<file path="config.mk">
export PLATFORM = sky130hd
export DESIGN_NAME = boolean_pipe
export DESIGN_NICKNAME = d
export VERILOG_FILES = /design/src/rtl/boolean_pipe.sv
export SDC_FILE = /design/constraint.sdc
export NUM_CORES = 1
export LEC_CHECK = 0
export ABC_AREA = 1
export CAP_MARGIN = 20
export CORE_ASPECT_RATIO = 1.4
export CORE_UTILIZATION = 45
export DETAILED_ROUTE_END_ITERATION = 6
export PLACE_DENSITY = 0.83
export SETUP_SLACK_MARGIN = 0.5
export SLEW_MARGIN = 40
export SYNTH_ARGS = -nofsm -noshare
export SYNTH_HDL_FRONTEND = slang
export SYNTH_SLANG_ARGS = --single-unit
</file>
<file path="constraint.sdc">
create_clock -name clk -period 2.66 [get_ports clk]
set_input_delay 0.532 -clock clk [delete_from_list [all_inputs] [get_ports clk]]
set_output_delay 0.532 -clock clk [all_outputs]
set_load 0.01 [all_outputs]
</file>
<file path="src/rtl/boolean_pipe.sv">
// W-lane boolean cell: delayed `a` chain, registered selectable function of
// the chain tail and `b`, combinational output, fill flag and hit counter.
module boolean_pipe #(
    parameter int W     = 8,
    parameter int DEPTH = 1,
    parameter int CNT_W = 8
) (
    input  logic             clk,
    input  logic             rst,
    input  logic             en,
    input  logic [1:0]       mode,
    input  logic             clr,
    input  logic [W-1:0]     a,
    input  logic [W-1:0]     b,
    output logic [W-1:0]     qx,
    output logic [W-1:0]     qy,
    output logic [W-1:0]     o,
    output logic             valid_out,
    output logic [CNT_W-1:0] hit_cnt
);

    localparam int                FILL_W   = $clog2(DEPTH + 2);
    localparam logic [FILL_W-1:0] FILL_MAX = FILL_W'(DEPTH + 1);
    localparam logic [CNT_W-1:0]  CNT_MAX  = {CNT_W{1'b1}};

    // Mode 00 keeps the legacy NOR so W=1/DEPTH=1 matches the original cell.
    function automatic logic [W-1:0] bool_fn(
        input logic [1:0]   sel,
        input logic [W-1:0] x,
        input logic [W-1:0] y
    );
        logic [W-1:0] r;
        case (sel)
            2'b00:   r = ~(x | y);
            2'b01:   r = ~(x & y);
            2'b10:   r = x ^ y;
            2'b11:   r = ~(x ^ y);
            default: r = ~(x | y);
        endcase
        return r;
    endfunction

    logic [W-1:0]      x_q [DEPTH];
    logic [W-1:0]      x_d [DEPTH];
    logic [W-1:0]      qy_q;
    logic [W-1:0]      qy_d;
    logic [W-1:0]      c_s;
    logic [FILL_W-1:0] fill_q;
    logic [FILL_W-1:0] fill_d;
    logic              valid_q;
    logic              valid_d;
    logic [CNT_W-1:0]  hit_q;
    logic [CNT_W-1:0]  hit_d;
    logic              hit_s;

    assign c_s       = bool_fn(mode, x_q[DEPTH-1], b);
    assign o         = a ^ qy_q;
    assign hit_s     = en & valid_q & (|o);
    assign qx        = x_q[DEPTH-1];
    assign qy        = qy_q;
    assign valid_out = valid_q;
    assign hit_cnt   = hit_q;

    // Next state of the `a` delay chain.
    always_comb begin
        x_d = x_q;
        if (en) begin
            x_d[0] = a;
            for (int k = 1; k < DEPTH; k++) begin
                x_d[k] = x_q[k-1];
            end
        end else begin
            x_d = x_q;
        end
    end

    // Next state of the function register.
    always_comb begin
        qy_d = qy_q;
        if (en) begin
            qy_d = c_s;
        end else begin
            qy_d = qy_q;
        end
    end

    // Fill counter saturates at DEPTH+1, so valid never drops until reset.
    always_comb begin
        fill_d = fill_q;
        if (en && (fill_q != FILL_MAX)) begin
            fill_d = fill_q + FILL_W'(1);
        end else begin
            fill_d = fill_q;
        end
        valid_d = (fill_d == FILL_MAX);
    end

    // Hit counter: clear wins over increment and is not gated by en.
    always_comb begin
        hit_d = hit_q;
        if (clr) begin
            hit_d = {CNT_W{1'b0}};
        end else if (hit_s && (hit_q != CNT_MAX)) begin
            hit_d = hit_q + CNT_W'(1);
        end else begin
            hit_d = hit_q;
        end
    end

    // Delay chain registers.
    always_ff @(posedge clk or negedge rst) begin
        if (!rst) begin
            for (int k = 0; k < DEPTH; k++) begin
                x_q[k] <= {W{1'b0}};
            end
        end else begin
            for (int k = 0; k < DEPTH; k++) begin
                x_q[k] <= x_d[k];
            end
        end
    end

    // Function, fill and hit registers.
    always_ff @(posedge clk or negedge rst) begin
        if (!rst) begin
            qy_q    <= {W{1'b0}};
            fill_q  <= {FILL_W{1'b0}};
            valid_q <= 1'b0;
            hit_q   <= {CNT_W{1'b0}};
        end else begin
            qy_q    <= qy_d;
            fill_q  <= fill_d;
            valid_q <= valid_d;
            hit_q   <= hit_d;
        end
    end

endmodule
</file>
==> results.json, run 1 <==
{
  "syn2layout_area_growth_pct": 31.95,
  "failed_checks": "DRC",
  "grt_pass1_vias": 1676,
  "nNetsFinal": 352,
  "r2r_end": "hit_cnt[5]",
  "vias_per_cell": 5.023,
  "io_pins": 55,
  "setup_ws_ns": 0.5818,
  "drtAntennaViolNets": 0,
  "drc": 6,
  "grt_start_max_net_pins": 28,
  "io_buffers": 54,
  "cap_violations": 0,
  "reg2reg_slack_ns": 1.10,
  "setup-violations-final": 0,
  "muxShareOfSynthArea": 0.03682,
  "syn_area_mm2": 0.001903,
  "met3_usage": 0.02443,
  "die_h_um": 78.95,
  "synth_top_family_by_area": "simple AND/OR/NAND/NOR gates",
  "clock_path_buffers": 2,
  "slew_headroom": 0.5855,
  "cts-resized-gates": 8,
  "status": "finished with violations",
  "grt-ovfl-total": 0,
  "finalCritPeriodShare": 0.7813,
  "holdCritPathClass": "reg2reg",
  "min_to": "qy[1]",
  "busiest_layer": "met2",
  "rsz0062_at_grt": "false",
  "routed_wirelength_um": 4234,
  "dp_hpwl_um": 3256,
  "seq_area_um2": 675.6,
  "r2r_start": "hit_cnt[0]",
  "fin_skew_ns": 0.005662,
  "dpl_worst_slack_ns": 0.3189,
  "synth_cell_type_count": 25,
  "synth_nets": 297,
  "drv_slew": 0,
  "cp-startpoint": "a[2]",
  "p_sw_w": 0.0003912,
  "vias": 1778,
  "hold_buffers": 0,
  "synth_seq_cells": 27,
  "multi_input_area_um2": 977.2,
  "crit_slowest_cell": "clkdlybuf4s50_1",
  "grt_pass1_wl_um": 7245,
  "synth-adder-area-share": 0.1183,
  "p_clk_frac": 0.205,
  "start_util": 0.4774,
  "hold_violations": 0,
  "yosys-top-cells-count": "nand2_1 (67), inv_1 (55), dfrtp_1 (27)",
  "synth-simple-area-share": 0.2334,
  "seqPwrFrac": 0.435,
  "synthCells": 257,
  "cp_data_arrival_time_ns": 1.55,
  "synthTopCellsByArea": "dfrtp_1 (36%), nand2_1 (13%), ha_1 (12%)",
  "met1_usage": 0.2401,
  "globalplace.congestion": 0.9129,
  "die_x_um": 56.96,
  "synthXorXnorAreaFrac": 0.01381,
  "htree_levels": 1,
  "numClockSinks": 27,
  "start_kind": "primary input",
  "wire_per_inst_um": 11.96,
  "design_area_mm2": 0.002511,
  "yosysTopAreaCell": "dfrtp_1",
  "die_area_mm2": 0.004497,
  "ys_warn_count": 0,
  "worst_pin_slew_ns": 0.6194,
  "place_area_mm2": 0.002472,
  "diodes": 0,
  "drt-initial-drc-count": 58,
  "combPwrFrac": 0.360,
  "netlist.area_leader.share": 0.3550,
  "synth-compound-area-share": 0.1111,
  "cpPeakStageDelay_ns": 0.51,
  "postCtsSetupBuffers": 0,
  "cts_buffers": 3,
  "endpoint_kind": "output pin",
  "path_clk_slew_ns": 0.09,
  "clockRootBuffer": "clkbuf_8",
  "antenna_found_initial": 0,
  "min_from": "qy[1]",
  "rr_worst_depth": 7,
  "num-fill-cells": 369,
  "cts_tree": "done",
  "synth_edf_count": 0,
  "gr-usage-met2": 0.3718,
  "fin_crit_ns": 2.078,
  "ys.flop_type": "dfrtp_1",
  "synthArstFlopShare": 1.000,
  "p_sw_frac": 0.3373,
  "p_per_area_mw_per_mm2": 461.8,
  "whs_path_depth": 2,
  "crit_type": "in2out",
  "cp_max_fo": 3,
  "p_int_w": 0.0007685,
  "ys_seq_area_frac": 0.3550,
  "clkLatencyLatePin_ns": 0.27,
  "crit_chain": "clkdlybuf4s50_1, inv_1, nand2_1, nand2_1, inv_1, dlygate4sd2_1",
  "required_ns": 2.13,
  "syn_avg_cell_area_um2": 7.405,
  "drtPass1Iterations": 7,
  "num_rows": 27,
  "coreArea_mm2": 0.003986,
  "max_freq_mhz": 481.2,
  "drive_above_1_share": 0.03859,
  "yosysMostFrequentCell": "nand2_1",
  "grtUsageTotal": 0.2025,
  "vdd_drop_max_mv": 0.3314,
  "final.setup.tns_ns": 0,
  "leakagePower_nw": 1.362
}
-- cell families after synthesis --
group           count (synthesis)
flops                          27
xor+xnor                        3
compound gates                 36
fa+ha+maj                      18
mux                             7
simple gates                  104
buf+inv                        62
-- cell usage in the layout (no fill, tap or decap) --
cell and instances:
a21oi_4 1, nor3_1 1, or2_1 1, dlygate4sd2_1 8
nand2_4 1, a21oi_1 15, clkinvlp_4 1, nand2_2 2
buf_4 2, dfrtp_1 27, nand3_1 12, inv_2 1
nor2_2 1, nand4_1 8, a22oi_1 7, ha_1 18
nor2_1 11, nand2_1 67, clkdlybuf4s50_1 46, mux2i_1 7
clkbuf_8 3, inv_1 55, xor2_1 3, o21bai_1 1
o21ai_0 12
-- layout make-up --
class,count,share of cell area
multi-input combinational,168,0.3891
sequential,27,0.2691
tap,43,0.02142
timing repair buffer,56,0.2172
inverter,56,0.08371
clock inverter,1,0.002990
clock buffer,3,0.01644
-- power groups by stage --
stage                     Clock (W)  Sequential, W  Combinational, W
final                      0.000238       0.000504          0.000417
after global routing       0.000254       0.000512          0.000470
after CTS                  0.000247       0.000506          0.000420
after detailed placement          0       0.000513          0.000431
after global placement            0       0.000511          0.000420
after floorplan                   0       0.000524          0.000214
-- how the worst max path moves through the flow --
stage	to	cells after the start
after floorplan	hit_cnt[6]	7
after global placement	o[3]	6
after detailed placement	o[2]	6
after CTS	o[2]	6
after global routing	o[5]	6
final	o[2]	6
-- critical path: cells and delay by family --
kind / cells / cell delay (ns)
and+or+nand+nor: 2 / 0.13
buffers and inverters: 4 / 0.88
-- per-stage QoR --
stage | hold WS [ns] | utilization | cells | total power, W
2_1_floorplan | 0.2364 | - | 257 | 0.0007383
3_3_place_gp | 0.5277 | 0.6202 | 350 | 0.0009312
3_5_place_dp | 0.5355 | 0.6202 | 350 | 0.0009442
4_1_cts | 0.5611 | 0.6299 | 354 | 0.001173
5_1_grt | 0.5951 | 0.6299 | 354 | 0.001236
6_report | 0.5503 | 0.6299 | 354 | 0.001160
-- metal layers --
metal,wire length [µm],up-vias
met5,0,-
met4,31,0
met3,188,2
met2,2168,42
met1,1847,823
li1,-,911
-- registers in the layout, summed over array words and instances (netlist names) --
register	flops
hit_cnt	8
qx	8
qy	8
fill_q	2
valid_out	1
Power figures use the tool's default switching activity.
==> run 2: changes to the inputs <==
==> constraint.sdc (replaced) <==
create_clock -name clk -period 2.05 [get_ports clk]
set_input_delay 0.41 -clock clk [delete_from_list [all_inputs] [get_ports clk]]
set_output_delay 0.41 -clock clk [all_outputs]
set_load 0.01 [all_outputs]
==> results.json, run 2 (synthesis gave the netlist of run 1 again) <==
{
  "fin_crit_ns": 1.606,
  "drtPass1Iterations": 6,
  "crit_type": "reg2out",
  "clockRootBuffer": "clkbuf_8",
  "worst_pin_slew_ns": 0.5152,
  "min_from": "a[7]",
  "routed_wirelength_um": 5022,
  "crit_chain": "inv_2, nand2_2, nand2_2, inv_1, dlygate4sd2_1",
  "final_common_cell": "nand2_1",
  "slew_headroom": 0.6561,
  "cp-startpoint": "qy[2]",
  "p_sw_frac": 0.3442,
  "combPwrFrac": 0.412,
  "globalplace.congestion": 0.8547,
  "path_clk_slew_ns": 0.09,
  "rsz0062_at_grt": "true",
  "io_buffers": 54,
  "hold_buffers": 0,
  "io_pins": 55,
  "nNetsFinal": 385,
  "diodes": 0,
  "design_area_mm2": 0.002806,
  "setup-violations-final": 0,
  "r2r_start": "hit_cnt[0]",
  "p_sw_w": 0.0005580,
  "cpPeakStageDelay_ns": 0.42,
  "fin_hold_ws_ns": 0.5146,
  "endpoint_kind": "output pin",
  "p_clk_frac": 0.188,
  "place_area_mm2": 0.002532,
  "max_freq_mhz": 622.5,
  "p_int_w": 0.001063,
  "r2r_end": "hit_cnt[6]",
  "fin_skew_ns": 0.003709,
  "vias_per_cell": 5.147,
  "leakagePower_nw": 1.652,
  "cts_tree": "done",
  "grt-ovfl-total": 0,
  "antenna_found_initial": 0,
  "seqPwrFrac": 0.401,
  "start_kind": "flip-flop",
  "drt-initial-drc-count": 119,
  "hold_violations": 0,
  "clock_path_buffers": 2,
  "cap_violations": 0,
  "grtUsageTotal": 0.2311,
  "failed_checks": "DRC",
  "required_ns": 1.64,
  "status": "finished with violations",
  "min_to": "qx[7]",
  "grt_pass1_vias": 1915,
  "vdd_drop_max_mv": 0.3202,
  "htree_levels": 1,
  "drtAntennaViolNets": 0,
  "grt_start_max_net_pins": 28,
  "cp_max_fo": 3,
  "dp_hpwl_um": 3350,
  "num_rows": 27,
  "numClockSinks": 27,
  "rr_worst_depth": 9,
  "drv_slew": 0,
  "reg2reg_slack_ns": 0.56,
  "whs_path_depth": 3,
  "syn2layout_area_growth_pct": 47.47,
  "die_area_mm2": 0.004497,
  "p_per_area_mw_per_mm2": 577.7,
  "drc": 6,
  "final_cell_mix": "nand2_1 (64), inv_1 (50), dlygate4sd2_1 (33)",
  "crit_top_cell": "nand2_2",
  "grt_pass1_wl_um": 8280,
  "final.setup.tns_ns": 0,
  "vias": 1992,
  "die_x_um": 56.96,
  "setup_ws_ns": 0.4436,
  "die_h_um": 78.95,
  "start_util": 0.4774,
  "dpl_worst_slack_ns": -0.08450,
  "finalCritPeriodShare": 0.7836,
  "wire_per_inst_um": 12.98,
  "cp_data_arrival_time_ns": 1.20,
  "coreArea_mm2": 0.003986,
  "cts_buffers": 3,
  "num-fill-cells": 352,
  "crit_slowest_cell": "dfrtp_1",
  "drive_above_1_share": 0.1977,
  "clkLatencyLatePin_ns": 0.27,
  "holdCritPathClass": "in2reg"
}
run 2: cell types whose count changed in the layout (fill, tap and decap cells not counted), moves of 3 or more:
| cell | previous run | this run |
|---|---|---|
| dlygate4sd2_1 | 8 | 33 |
| inv_1 | 55 | 50 |
| nand2_1 | 67 | 64 |
| inv_2 | 1 | 6 |
| buf_4 | 2 | 27 |
| buf_6 | 0 | 6 |
| clkdlybuf4s50_1 | 46 | 11 |
| buf_2 | 0 | 6 |
| nor2_1 | 11 | 8 |
run 2: routing by layer:
layer  vias to the layer above  track usage  wire (µm)
met5                         -            0          0
met3                        16      0.02932        297
met4                         0      0.06829        144
met1                       911       0.2723       1909
met2                        87       0.4294       2671
li1                        978            -          -
run 2: area by class of cell:
class / count / area, µm² / share of cell area
clock buffers: 3 / 41.29 / 0.01471
clock inverters: 1 / 5.005 / 0.001783
inverters: 56 / 210.2 / 0.07490
multi-input cells: 168 / 1039 / 0.3700
flip-flops and latches: 27 / 678.2 / 0.2416
well taps: 43 / 53.80 / 0.01917
repair buffers: 89 / 779.5 / 0.2778
run 2: power groups by stage:
stage	Clock (W)	Combinational (W)	Sequential, W
6_report	0.000304	0.000667	0.000649
5_1_grt	0.000329	0.000742	0.000659
4_1_cts	0.000313	0.000631	0.000646
3_5_place_dp	0	0.000593	0.000665
3_3_place_gp	0	0.000572	0.000663
2_1_floorplan	0	0.000278	0.000680
run 2: worst max-delay path: cells and delay by family (launching register included):
family | cells | cell delay [ns]
DFF | 1 | 0.42
buffers and inverters | 3 | 0.38
and+or+nand+nor | 2 | 0.12
run 2: repair_timing:
item / in CTS / in global routing
endpoints found under the setup margin: 41 / 25
pin swaps: 3 / 17
setup buffers: 18 / 7
cloned: 0 / 0
gates resized for setup: 59 / 33
run 2: worst max-delay path by stage:
stage / end / slack (ns) / depth (start not counted)
finish: o[2] / 0.44 / 5
global route: o[2] / 0.39 / 5
detailed placement: o[2] / -0.08 / 6
CTS: o[2] / 0.39 / 5
floorplan: hit_cnt[6] / 0.65 / 7
global placement: o[2] / -0.07 / 6
run 2: stage by stage:
stage	util	cells	power, W
after global placement	0.6353	358	0.001235
after floorplan	-	257	0.0009580
final	0.7040	387	0.001621
after detailed placement	0.6353	358	0.001259
after CTS	0.6786	380	0.001591
after global routing	0.7040	387	0.001730
==> run 3: changes to the inputs <==
--- a/config.mk
+++ b/config.mk
@@ -8,7 +8,7 @@
 export ABC_AREA = 1
 export CAP_MARGIN = 20
 export CORE_ASPECT_RATIO = 1.4
-export CORE_UTILIZATION = 45
+export CORE_UTILIZATION = 43
 export DETAILED_ROUTE_END_ITERATION = 6
 export PLACE_DENSITY = 0.83
 export SETUP_SLACK_MARGIN = 0.5
==> constraint.sdc (replaced) <==
create_clock -name clk -period 1.47 [get_ports clk]
set_input_delay 0.294 -clock clk [delete_from_list [all_inputs] [get_ports clk]]
set_output_delay 0.294 -clock clk [all_outputs]
set_load 0.01 [all_outputs]
==> results.json, run 3 (synthesis gave the netlist of run 1 again) <==
{
  "syn2layout_area_growth_pct": 80.28,
  "design_area_mm2": 0.003431,
  "drc": 0,
  "htree_levels": 1,
  "fin_skew_ns": 0.003186,
  "num_rows": 28,
  "failed_checks": "setup timing",
  "max_freq_mhz": 651.2,
  "p_sw_w": 0.001069,
  "endpoint_kind": "flip-flop",
  "drtPass1Iterations": 4,
  "numClockSinks": 27,
  "cpLargestDelayFamily": "simple AND/OR/NAND/NOR gates",
  "drv_slew": 0,
  "met3_usage": 0.03382,
  "routed_wirelength_um": 6938,
  "dp_hpwl_um": 3540,
  "final_common_cell": "nand2_1",
  "vdd_drop_max_mv": 0.4533,
  "rsz0062_at_grt": "true",
  "cap_violations": 0,
  "setup_ws_ns": -0.06566,
  "seqPwrFrac": 0.323,
  "clock_path_buffers": 2,
  "start_kind": "flip-flop",
  "num-fill-cells": 248,
  "status": "finished with violations",
  "grtUsageTotal": 0.2766,
  "holdCritPathClass": "in2async",
  "reg2reg_slack_ns": -0.07,
  "vias_per_cell": 5.139,
  "stdcell_count": 447,
  "io_pins": 55,
  "path_clk_slew_ns": 0.10,
  "final.setup.tns_ns": -0.3218,
  "finish.utilization": 0.8093,
  "required_ns": 1.64,
  "crit_slowest_cell": "dfrtp_2",
  "p_sw_frac": 0.3691,
  "crit_buf_inv": 1,
  "vias": 2297,
  "cpPeakStageDelay_ns": 0.42,
  "place_area_mm2": 0.002676,
  "hold_violations": 0,
  "grt-ovfl-total": 0,
  "clkLatencyLatePin_ns": 0.28,
  "coreArea_mm2": 0.004239,
  "diodes": 0,
  "fin_crit_ns": 1.536,
  "drt-initial-drc-count": 201,
  "clockRootBuffer": "clkbuf_8",
  "antenna_found_initial": 0,
  "p_per_area_mw_per_mm2": 843.8,
  "start_util": 0.4489,
  "drtAntennaViolNets": 0,
  "nNetsFinal": 428,
  "worst_pin_slew_ns": 0.6337,
  "setup-violations-final": 9,
  "met1_usage": 0.2895,
  "io_buffers": 54,
  "grt_start_max_net_pins": 28,
  "slew_headroom": 0.5771,
  "cp_data_arrival_time_ns": 1.70,
  "p_int_w": 0.001827,
  "drive_above_1_share": 0.4858,
  "grt_pass1_vias": 2285,
  "wire_per_inst_um": 15.52,
  "die_area_mm2": 0.004700,
  "placed_cells_incl_taps": 385,
  "leakagePower_nw": 1.864,
  "globalplace.congestion": 0.8573,
  "cts_tree": "done",
  "finalCritPeriodShare": 1.045,
  "combPwrFrac": 0.526,
  "p_clk_frac": 0.151,
  "cp_max_fo": 8,
  "cts_buffers": 3,
  "die_h_um": 80.72,
  "busiest_layer": "met2",
  "final_cell_mix": "nand2_1 (52), buf_6 (50), buf_4 (42)",
  "crit_type": "reg2reg",
  "grt_pass1_wl_um": 9880,
  "crit_chain": "buf_6, ha_4, nand2_4, nor2_2, a21oi_4, nand2_8, nand3_2, nand2_1",
  "gr-usage-met2": 0.5207,
  "die_x_um": 58.23
}
[run 3: cell types whose count changed in the layout (fill, tap and decap cells not counted), moves of 8 or more]
cell / change
buf_2: +13
inv_2: +14
ha_1: -8
inv_1: -15
ha_4: +8
nand2_2: +11
buf_6: +44
clkdlybuf4s50_1: -9
buf_4: +15
nand2_1: -12
dlygate4sd2_1: -14
[run 3: worst paths after layout]
kind | cells past startpoint | from | endpoint
min in group clk | 3 | a[5] | qx[5]
setup / recovery | 8 | hit_cnt[1] | hit_cnt[7]
hold / removal | 2 | rst | hit_cnt[0]
max in group asynchronous | 2 | rst | hit_cnt[6]
setup reg to reg | 8 | hit_cnt[1] | hit_cnt[7]
hold reg to reg | 2 | qy[1] | qy[1]
[run 3: power groups by stage]
stage	clock network [W]	registers [W]	logic (W)
after detailed placement	0	0.000937	0.000868
after global placement	0	0.000935	0.000842
final	0.000438	0.000935	0.00152
after floorplan	0	0.000958	0.000404
after CTS	0.000443	0.000911	0.00120
after global routing	0.000465	0.000944	0.00162
[run 3: final cells by class]
class	instances	area, µm²	share of cell area
inverter	56	212.7	0.06200
multi-input combinational	168	1257	0.3665
timing repair buffer	132	1160	0.3381
clock buffer	4	45.04	0.01313
tap	60	75.07	0.02188
sequential	27	680.7	0.1984
[run 3: what timing repair did]
item                                    in CTS  in global routing
pin swaps                                   37                 39
buffers inserted                            50                  8
endpoints found under the setup margin      60                 52
resized for setup                          226                 43
hold buffers                                 0                  0
[run 3: metrics by stage]
| step | setup WS (ns) | power (W) | hold slack, ns |
|---|---|---|---|
| after floorplan | 0.1417 | 0.001362 | -0.001591 |
| after global placement | -0.3948 | 0.001778 | 0.5362 |
| after detailed placement | -0.4107 | 0.001805 | 0.5485 |
| after CTS | 0.03975 | 0.002555 | 0.4024 |
| after global routing | -0.1479 | 0.003028 | 0.4262 |
| final | -0.06566 | 0.002895 | 0.3947 |
[run 3: worst reg2reg max path, stage by stage (launching register included)]
cell     delay [ns]
dfrtp_2        0.42
buf_6          0.12
ha_4           0.16
nand2_4        0.06
nor2_2         0.04
a21oi_4        0.29
nand2_8        0.14
nand3_2        0.12
nand2_1        0.07
[run 3: routing by layer]
layer / up-vias / wire (µm)
met2: 97 / 3823
met4: 0 / 336
met3: 31 / 282
li1: 1070 / -
met1: 1099 / 2496
met5: - / 0
